`src/rtl/bw_clk_div_pkg.sv`:
```
// bw_clk_div_pkg: shared helpers for the multi-channel divided-clock generator
package bw_clk_div_pkg;
  localparam int unsigned MIN_DIV = 2;
  function automatic int unsigned clamp_div(input int unsigned d);
    return d < MIN_DIV ? MIN_DIV : d;
  endfunction
  function automatic int unsigned hi_len(input int unsigned d);
    return (d + 1) / 2;
  endfunction
  function automatic int chw_of(input int n);
    return n > 1 ? $clog2(n) : 1;
  endfunction
endpackage

```
`src/rtl/bw_clk_div_chan.sv`:
```
// bw_clk_div_chan: one divider channel with boundary-applied ratio updates
module bw_clk_div_chan
  import bw_clk_div_pkg::*;
#(
  parameter int CW      = 8,
  parameter int DEF_DIV = 2
) (
  input  logic          i_clk,
  input  logic          i_rst,
  input  logic          i_en,
  input  logic          i_inv,
  input  logic          i_sync,
  input  logic          i_we,
  input  logic [CW-1:0] i_div,
  output logic          o_rdy,
  output logic          o_clk,
  output logic          o_ce
);
  logic [CW-1:0] r_cnt, r_div, r_pend;
  logic          r_pv, r_act, r_clk, r_ce;
  logic          w_tc, w_apply, w_wrap, w_raw;
  logic [CW-1:0] w_cnt_n, w_div_n;
  // r_act lets the first enabled cycle start a fresh period at cnt 0
  always_comb begin
    w_tc    = r_cnt == r_div - CW'(1);
    w_apply = r_pv & (~i_en | w_tc | i_sync);
    w_wrap  = ~i_en | ~r_act | w_tc | i_sync;
    w_cnt_n = w_wrap ? '0 : r_cnt + CW'(1);
    w_div_n = w_apply ? r_pend : r_div;
    w_raw   = 32'(w_cnt_n) < hi_len(32'(w_div_n));
  end
  always_ff @(posedge i_clk or posedge i_rst) begin
    if (i_rst) begin
      r_cnt  <= '0;
      r_div  <= CW'(DEF_DIV);
      r_pend <= CW'(DEF_DIV);
      r_pv   <= 1'b0;
      r_act  <= 1'b0;
      r_clk  <= 1'b0;
      r_ce   <= 1'b0;
    end else begin
      r_cnt  <= w_cnt_n;
      r_div  <= w_div_n;
      r_act  <= i_en;
      r_pv   <= i_we | (r_pv & ~w_apply);
      r_pend <= i_we ? CW'(clamp_div(32'(i_div))) : r_pend;
      r_clk  <= i_en ? w_raw ^ i_inv : i_inv;
      r_ce   <= i_en & (w_cnt_n == w_div_n - CW'(1));
    end
  end
  assign o_rdy = ~r_pv;
  assign o_clk = r_clk;
  assign o_ce  = r_ce;
endmodule

```
`src/rtl/bw_clk_gclk_div_nch.sv`:
```
// bw_clk_gclk_div_nch: NCH registered divided clocks with runtime ratio config
module bw_clk_gclk_div_nch
  import bw_clk_div_pkg::*;
#(
  parameter  int NCH     = 4,
  parameter  int CW      = 8,
  parameter  int DEF_DIV = 2,
  localparam int CHW     = chw_of(NCH)
) (
  input  logic           rclk,
  input  logic           arst,
  input  logic [NCH-1:0] en,
  input  logic [NCH-1:0] inv,
  input  logic           sync,
  input  logic           cfg_vld,
  input  logic [CHW-1:0] cfg_ch,
  input  logic [CW-1:0]  cfg_div,
  output logic           cfg_rdy,
  output logic [NCH-1:0] clkout,
  output logic [NCH-1:0] ce
);
  // unused channel codes read as always ready so the requester never stalls
  logic [2**CHW-1:0] w_rdy;
  assign cfg_rdy = w_rdy[cfg_ch];
  for (genvar i = 0; i < 2**CHW; i++) begin : g_ch
    if (i < NCH) begin : g_on
      bw_clk_div_chan #(.CW(CW), .DEF_DIV(DEF_DIV)) u_chan (
        .i_clk (rclk),
        .i_rst (arst),
        .i_en  (en[i]),
        .i_inv (inv[i]),
        .i_sync(sync),
        .i_we  (cfg_vld & cfg_rdy & (cfg_ch == CHW'(i))),
        .i_div (cfg_div),
        .o_rdy (w_rdy[i]),
        .o_clk (clkout[i]),
        .o_ce  (ce[i])
      );
    end else begin : g_off
      assign w_rdy[i] = 1'b1;
    end
  end
endmodule
```
`config.mk`:
```
export PLATFORM = sky130hd
export DESIGN_NAME = bw_clk_gclk_div_nch
export DESIGN_NICKNAME = d
export VERILOG_FILES = /design/src/rtl/bw_clk_div_pkg.sv /design/src/rtl/bw_clk_div_chan.sv /design/src/rtl/bw_clk_gclk_div_nch.sv
export SDC_FILE = /design/constraint.sdc
export NUM_CORES = 1
export LEC_CHECK = 0
export ABC_AREA = 1
export CORE_UTILIZATION = 60
export DETAILED_ROUTE_END_ITERATION = 8
export GPL_TIMING_DRIVEN = 0
export PLACE_DENSITY = 0.88
export SKIP_LAST_GASP = 1
export SLEW_MARGIN = 20
export SYNTH_ARGS = -nofsm -noshare
export SYNTH_HDL_FRONTEND = slang
export SYNTH_SLANG_ARGS = --single-unit
```
`constraint.sdc`:
```
create_clock -name rclk -period 5.41 [get_ports rclk]
set_input_delay 1.623 -clock rclk [delete_from_list [all_inputs] [get_ports rclk]]
set_output_delay 1.623 -clock rclk [all_outputs]
set_load 0.02 [all_outputs]
```
Yosys cells after proc, flatten, opt, wreduce, memory -nomap -nowiden

Index checks and enable logic that the tools add are counted.

Flip-flop bits (word level): 112
Input bits: 22
Word-level logic and storage cells: 138

Add/sub/neg operators: 16
$lt $le $gt $ge: 6
Equal/unequal tests: 11
Multiplexer cells: 15
Bitwise logic cells: 61
Reductions and logical operators: 1

Operator list:

| operator                                                              | number |
|---|---|
| 8-bit by 31-bit < comparator with 1-bit output                        | 4 |
| 8-bit two-way mux                                                     | 9 |
| 8-bit equality test                                                   | 8 |
| 8-bit by 1-bit subtractor with 8-bit output, second input constant    | 8 |
| 8-bit by 1-bit adder with 9-bit output, second input constant         | 4 |
| 8-bit by 1-bit adder with 8-bit output, second input constant         | 4 |
| 1-bit bitwise OR                                                      | 24 |
| 1-bit bitwise AND                                                     | 17 |
| 1-bit NOT                                                             | 16 |
| 8-bit by 2-bit < comparator with 1-bit output, second input constant  | 1 |
| 1-bit two-way mux                                                     | 5 |
| 2-bit equality test, second input constant                            | 2 |
| 1-bit bitwise XOR                                                     | 4 |
| 2-bit by 3-bit < comparator with 1-bit output, second input constant  | 1 |
| 1-bit binary-select mux with 2-bit select                             | 1 |
| 2-bit by 1-bit equality test with 1-bit output, second input constant | 1 |
| 2-bit zero test                                                       | 1 |

Longest topological paths before layout

Gate-level depths: netlist of the first run.

Depth after elaboration: 10
Depth in mapped cells: 34
Gate-level depth less buffers: 34

Cells and area by module

From an unflattened synthesis of the first run, not the netlist that was laid out.

Cell total of the unflattened synthesis: 1302
Area, all modules: 8938.6 um2

By module, submodules not included:

| module                                    | times used | cells an instance | area each (um2) | seq. area each (um2) |
|---|---|---|---|---|
| bw_clk_div_chan (g_ch[0].g_on.u_chan ...) | 2          | 325               | 2245.9          | 703.2 |
| bw_clk_div_chan (g_ch[1].g_on.u_chan)     | 1          | 329               | 2259.7          | 703.2 |
| bw_clk_div_chan (g_ch[3].g_on.u_chan)     | 1          | 303               | 2092.0          | 703.2 |
| bw_clk_gclk_div_nch                       | 1          | 20                | 95.1            | 0.0 |

Worst setup path after synthesis of the first run

Ideal clock, no wire load.

Kind: in2out
Start point: input port cfg_ch[1]
End point: output port cfg_rdy
Arrival: 2364 ps
Data required time: 3787 ps
Slack: 1423 ps
Stages: 3
Buffers on the path: 0
Cells stage by stage: inv_1 nor2_1 a211oi_1

Word-level cells in the longest chain between the ends: 2

Ends and longest elaborated chain:

| element                                   | line                      | text |
|---|---|---|
| from (decl)                               | bw_clk_gclk_div_nch.sv:16 | `input logic [CHW-1:0] cfg_ch,` |
| 1-bit binary-select mux with 2-bit select | bw_clk_gclk_div_nch.sv:24 | `assign cfg_rdy = w_rdy[cfg_ch];` |
| 1-bit two-way mux (not written as such)   | bw_clk_gclk_div_nch.sv:24 |  |
| to (decl)                                 | bw_clk_gclk_div_nch.sv:18 | `output logic cfg_rdy,` |

No other way between the ends. The select of a mux whose other input is x is not followed.

Worst setup path after layout of the first run

Ends and elaborated chain as after synthesis.

==> results of run 1 <==
==> layout by cell type, fill, tap and decap left out, types with 10 or more instances in the layout <==
cell type        synthesis  layout
nand3_1                117     117
nand2_1                396     396
buf_4                   10      10
nor2_1                 130     130
xor2_1                  47      47
clkdlybuf4s50_1          0      30
inv_1                  168     167
nand3b_1                19      19
a21oi_1                 11      11
o21ai_0                 43      43
nand2_2                 15      15
nand4_1                 17      17
ha_1                    44      44
xnor2_1                 13      13
dfrtp_1                104     104
nor3_1                  11      11
==> through the flow <==
step | cells | power, mW | area, um2 | utilization (%)
CTS | 1439 | 2.963 | 9092 | 68.12
global placement | 1422 | 2.251 | 8778 | 65.77
floorplan | 1216 | 2.025 | 8258 | -
global route | 1439 | 3.200 | 9092 | 68.12
detailed placement | 1423 | 2.306 | 8811 | 66.01
finish | 1439 | 2.965 | 9092 | 68.12
==> layout make-up <==
cell class	instances	area, um2
Multi-Input combinational cell	908	4662
Inverter	176	665.6
Timing Repair Buffer	31	327.8
Clock inverter	6	52.55
Clock buffer	10	229.0
Sequential cell	112	2813
Buffer	20	122.6
Fill cell	1151	4255
Tap cell	176	220.2
==> final timing paths <==
check / startpoint / end / slack (ns) / cells after the start
min: g_ch[1].g_on.u_chan.r_pend[4]$_DFFE_PP0P_ / g_ch[1].g_on.u_chan.r_pend[4]$_DFFE_PP0P_ / 0.48 / 2
max reg2reg: g_ch[1].g_on.u_chan.r_div[1]$_DFF_PP1_ / g_ch[1].g_on.u_chan.o_clk$_DFF_PP0_ / 1.29 / 28
max: cfg_ch[1] / cfg_rdy / 0.22 / 5
max in group asynchronous: arst / g_ch[1].g_on.u_chan.r_div[1]$_DFF_PP1_ / 3.05 / 3
min in group asynchronous: arst / g_ch[0].g_on.u_chan.o_ce$_DFF_PP0_ / 1.65 / 2
min reg2reg: g_ch[1].g_on.u_chan.r_pend[4]$_DFFE_PP0P_ / g_ch[1].g_on.u_chan.r_pend[4]$_DFFE_PP0P_ / 0.48 / 2
==> metal layers <==
metal | GRT usage (%) | vias to the layer above | routed length (um)
li1 | - | 3888 | -
met1 | 36.21 | 3612 | 8534
met2 | 49.75 | 184 | 9322
met3 | 4.071 | 26 | 819
met4 | 8.125 | 0 | 321
met5 | 0 | - | 0
==> power by group through the flow <==
stage	clock (mW)	sequential (mW)	combinational [mW]
CTS	0.657	1.08	1.23
finish	0.651	1.08	1.23
global route	0.689	1.10	1.42
global placement	0	1.09	1.16
detailed placement	0	1.09	1.21
floorplan	0	1.06	0.961
==> critical path: stages <==
cell             delay (ns)
clkdlybuf4s50_1        0.54
inv_1                  0.15
nor2_1                 0.07
a211oi_1               0.47
clkdlybuf4s50_1        0.71
==> registers in the layout (all words and copies together), names as in the netlist <==
name	count
g_ch.g_on.u_chan.o_clk	4
g_ch.g_on.u_chan.r_pend	32
g_ch.g_on.u_chan.r_div	32
g_ch.g_on.u_chan.o_ce	4
g_ch.g_on.u_chan.r_act	4
g_ch.g_on.u_chan.r_cnt	32
g_ch.g_on.u_chan.r_pv	4
==> cell families (layout without fill, tap and decap cells) <==
kind of cell               count (synthesis)  after routing  synth area share [%]
AOI/OAI and AO/OA                         71             71                 4.758
and+or+nand+nor                          733            733                 38.67
buffers and inverters                    196            243                 9.485
xor gates and xnor gates                  60             60                 6.364
adders and majority gates                 44             44                 6.667
DFF                                      112            112                 34.06
==> run_results.csv, run 1 <==
group,metric,value,unit
synthesis,yosys.area.top_type,"dfrtp_1",
timing,setup_violations,0,
global_route,antenna_found_initial,0,
synthesis,synth_top_area_share,31.52,%
timing,fin_skew,0.01068,ns
timing,min_period_over_period,95.97,%
power,powerDensity,326.1,mW/mm2
timing,relSlewSlack,54.00,%
drt,vias_per_cell,5.358,
power,power_frac_comb,41.6,%
power,p_switching,1.240,mW
synthesis,synth.distinct_cells,37,
power,switching_share,41.82,%
cells_and_area,num_antenna_cells,0,
synthesis,syn-num-nets,1282,
worst_setup_path,worstSetupPathType,"in -> out",
timing,finalHoldViolCount,0,
run,maxCapViolations,0,
synthesis,syn_area,0.008258,mm2
timing,hold_ws,0.4829,ns
clock_network,cts_buffer_depth,2,
synthesis,synth_area_leaders,"dfrtp_1 32%, nand2_1 18%, inv_1 7.6%",
timing,tightest_slew,0.6901,ns
synthesis,ys.flop_type,"dfrtp_1",
outcome,status,"complete, no violations",
floorplanning,die_h,119.3,um
synthesis,yosysWarnings,0,
clock_network,cts_htree_levels,3,
clock_network,clock-root-buffer,"clkbuf_16",
drt,drt_iter0_drc,522,
global_route,grt-ovfl-total,0,
clock_network,cts_resized,0,
placed_design,hpwl,14740,um
synthesis,ys_seq_elements,112,
floorplanning,dieArea,0.01424,mm2
floorplanning,fp.dieW,119.3,um
floorplanning,coreArea,0.01335,mm2
power,peakVddDrop,200.3,uV
timing,slew_violations,0,
placed_design,place_congestion,0.8799,
clock_network,tritoncts,"built",
cells_and_area,syn_to_final_growth,10.11,%
global_route,grtUsageTotal,28.33,%
cells_and_area,drive_gt1_share,6.730,%
synthesis,yosysMostFrequentCell,"nand2_1",
cells_and_area,fin_nets,1324,
global_route,grt_pass1_vias,7292,
worst_setup_path,cp_data_required_time,3.79,ns
timing,fin_crit,5.192,ns
floorplanning,ios,31,
drt,drcViolationCount,0,
synthesis,postSynthCellCount,1216,
placed_design,dpl_worst_slack,0.2952,ns
synthesis,synthTopCellsByCount,"396 x nand2_1, 168 x inv_1, 130 x nor2_1",
drt,wl,19000,um
synthesis,syn_avg_cell_area,6.791,um2
worst_setup_path,end_kind,"output pin",
synthesis,ys_seq_area_share,34.06,%
timing,fmax,0.1926,GHz
worst_hold_path,hold_path.class,"reg -> reg",
drt,antenna_left,0,
clock_network,insertion_delay,0.36,ns
worst_setup_path,critical_path_peak_fanout,5,
synthesis,synth-edff-count,0,
power,clockPowerShare,21.9,%
clock_network,ctsHoldBuffers,0,
global_route,grt_max_degree,71,
placed_design,numPortBuffers,30,
drt,vias,7710,
power,p_leak,4.855,nW
drt,wl_per_cell,13.20,um
floorplanning,std_cell_rows,42,
clock_network,post_cts_buffers,0,
timing,fin_ws,0.2179,ns
worst_setup_path,arrival,3.57,ns
synthesis,async_flop_share,100.0,%
timing,rsz0062_at_grt,"false",
worst_setup_path,crit_path_start_kind,"primary input",
clock_network,cts.sinks,112,
power,intPower,1.725,mW
timing,fin_tns_setup,0,ns
power,power_frac_seq,36.5,%
clock_network,path_clk_slew,0.07,ns
global_route,grt_pass1_wl,32360,um
clock_network,cts_buffers,9,
drt,dr.pass1.iters,5,
floorplanning,start_util,61.87,%
Note: power is estimated with default switching activity, not from simulation.
==> inputs of run 2 (changes only) <==
--- a/config.mk
+++ b/config.mk
@@ -9,6 +9,7 @@
 export CORE_UTILIZATION = 60
 export DETAILED_ROUTE_END_ITERATION = 8
 export GPL_TIMING_DRIVEN = 0
+export MAX_ROUTING_LAYER = met4
 export PLACE_DENSITY = 0.88
 export SKIP_LAST_GASP = 1
 export SLEW_MARGIN = 20
==> run_results.csv, run 2 (synthesis gave the netlist of run 1 again) <==
group,metric,value,unit
worst_setup_path,cpMaxStageDelayCell,"clkdlybuf4s50_1",
timing,fmax,0.1923,GHz
cells_and_area,num_antenna_cells,0,
drt,vias,7656,
cells_and_area,largestRegisters,"g_ch.g_on.u_chan.r_cnt (32), g_ch.g_on.u_chan.r_div (32), g_ch.g_on.u_chan.r_pend (32)",
floorplanning,fp.dieW,119.3,um
worst_hold_path,min_from,"g_ch[0].g_on.u_chan.r_pend[6]$_DFFE_PP0P_",
cells_and_area,layout_commonest_cell,"nand2_1",
worst_setup_path,slowest_delay,0.71,ns
timing,setup_violations,0,
timing,finalHoldViolCount,0,
worst_hold_path,whs_path_depth,2,
drt,wl_per_cell,13.12,um
global_route,grt_pass1_wl,32260,um
worst_setup_path,critPathBufInv,3,
drt,drcViolationCount,0,
floorplanning,std_cell_rows,42,
floorplanning,die_h,119.3,um
clock_network,cts_resized,0,
global_route,grt_pass1_vias,7208,
global_route,grt_max_degree,71,
cells_and_area,n_fill_cell,1127,
power,p_leak,4.858,nW
clock_network,post_cts_buffers,0,
timing,fin_skew,0.01304,ns
drt,vias_per_cell,5.320,
worst_setup_path,reg2reg_from,"g_ch[2].g_on.u_chan.r_div[1]$_DFF_PP1_",
power,p_switching,1.235,mW
timing,tightest_slew,0.6550,ns
power,powerDensity,325.3,mW/mm2
cells_and_area,fin_cells,1439,
worst_setup_path,crit_family,"buffers and inverters",
drt,antenna_left,0,
placed_design,numPortBuffers,30,
worst_hold_path,whs_endpoint,"g_ch[0].g_on.u_chan.r_pend[6]$_DFFE_PP0P_",
drt,dr.pass1.iters,6,
worst_setup_path,cpMostUsedCell,"clkdlybuf4s50_1",
power,intPower,1.722,mW
cells_and_area,fin_nets,1324,
worst_setup_path,r2r_end,"g_ch[2].g_on.u_chan.o_clk$_DFF_PP0_",
worst_setup_path,arrival,3.58,ns
clock_network,cts_buffers,9,
worst_setup_path,worstSetupPathType,"in -> out",
timing,slew_violations,0,
run,maxCapViolations,0,
cells_and_area,syn_to_final_growth,10.08,%
worst_setup_path,r2r_slack,1.22,ns
worst_setup_path,critical_path_peak_fanout,5,
clock_network,cts_buffer_depth,2,
floorplanning,start_util,61.87,%
timing,min_period_over_period,96.10,%
power,power_frac_seq,36.5,%
drt,wl,18880,um
floorplanning,coreArea,0.01335,mm2
worst_setup_path,reg2regPathDepth,30,
clock_network,cts_htree_levels,3,
clock_network,path_clk_slew,0.08,ns
worst_setup_path,crit_chain,"clkdlybuf4s50_1, inv_1, nor2_1, a211oi_1, clkdlybuf4s50_1",
cells_and_area,utilization,68.10,%
worst_setup_path,cp_data_required_time,3.79,ns
power,power_frac_comb,41.4,%
worst_setup_path,end_kind,"output pin",
cells_and_area,final_cell_mix,"396 x nand2_1, 167 x inv_1, 130 x nor2_1",
timing,relSlewSlack,56.34,%
clock_network,tritoncts,"built",
floorplanning,dieArea,0.01424,mm2
timing,rsz0062_at_grt,"false",
power,peakVddDrop,207.0,uV
placed_design,place_congestion,0.8879,
placed_design,hpwl,14580,um
clock_network,clock-root-buffer,"clkbuf_16",
outcome,status,"complete, no violations",
placed_design,dp.cells,1423,
clock_network,cts.sinks,112,
clock_network,ctsHoldBuffers,0,
timing,fin_crit,5.199,ns
power,clockPowerShare,22.1,%
power,switching_share,41.75,%
global_route,antenna_found_initial,0,
global_route,grtUsageTotal,29.11,%
cells_and_area,drive_gt1_share,6.809,%
drt,drt_iter0_drc,510,
global_route,grt-ovfl-total,0,
worst_hold_path,hold_path.class,"reg -> reg",
worst_setup_path,crit_path_start_kind,"primary input",
floorplanning,ios,31,
clock_network,insertion_delay,0.36,ns
[run 2: final cells by class]
class                      instances  area, um2  area share, %
buffer                            20      122.6          1.349
clock buffer                       9      225.2          2.478
clock inverter                     7      53.80         0.5919
inverter                         176      665.6          7.323
multi-input combinational        908       4662          51.29
sequential                       112       2813          30.94
tap                              176      220.2          2.423
timing repair buffer              31      327.8          3.606
[run 2: power by group through the flow]
stage | Clock (mW) | Sequential, mW | Combinational [mW]
after global routing | 0.690 | 1.10 | 1.41
after CTS | 0.657 | 1.08 | 1.22
final | 0.654 | 1.08 | 1.22
after global placement | 0 | 1.09 | 1.16
after detailed placement | 0 | 1.09 | 1.20
after floorplan | 0 | 1.06 | 0.961
[run 2: metrics by stage]
stage / TNS (ns) / instance area, um2 / setup WS (ns) / hold WS (ns) / power [mW]
floorplan: 0 / 8258 / 0.8412 / 0.4444 / 2.025
global placement: -76.75 / 8778 / -0.7454 / 0.4612 / 2.252
detailed placement: 0 / 8811 / 0.2774 / 0.4651 / 2.296
CTS: 0 / 9090 / 0.2588 / 0.4841 / 2.950
global route: 0 / 9090 / 0.1426 / 0.5169 / 3.192
finish: 0 / 9090 / 0.2109 / 0.4848 / 2.957
[run 2: worst max path at each step]
stage                    from                                endpoint  slack [ns]  cells past startpoint
CTS                 cfg_ch[1]                                 cfg_rdy        0.26                      5
finish              cfg_ch[1]                                 cfg_rdy        0.21                      5
global route        cfg_ch[1]                                 cfg_rdy        0.14                      5
detailed placement  cfg_ch[1]                                 cfg_rdy        0.28                      5
floorplan                arst      g_ch[0].g_on.u_chan.o_ce$_DFF_PP0_        0.84                      1
global placement         arst  g_ch[1].g_on.u_chan.r_cnt[4]$_DFF_PP0_       -0.75                      2
[run 2: layer usage]
metal  share of wire (%)  global-route usage, %  up-vias
met4                 3.0                  11.09        0
met1                  44                  36.09     3514
met2                  48                  47.49      193
met3                 5.1                  5.220       53
li1                    -                      -     3896
met5                   0                      -        -
[run 2: worst reg2reg max path, delay by kind of cell (launching register included)]
kind / cells / cell delay [ns]
AOI/OAI and AO/OA: 1 / 0.17
xor gates and xnor gates: 1 / 0.19
adders and majority gates: 3 / 0.75
buffers and inverters: 5 / 0.44
DFF: 1 / 0.55
and+or+nand+nor: 20 / 1.99
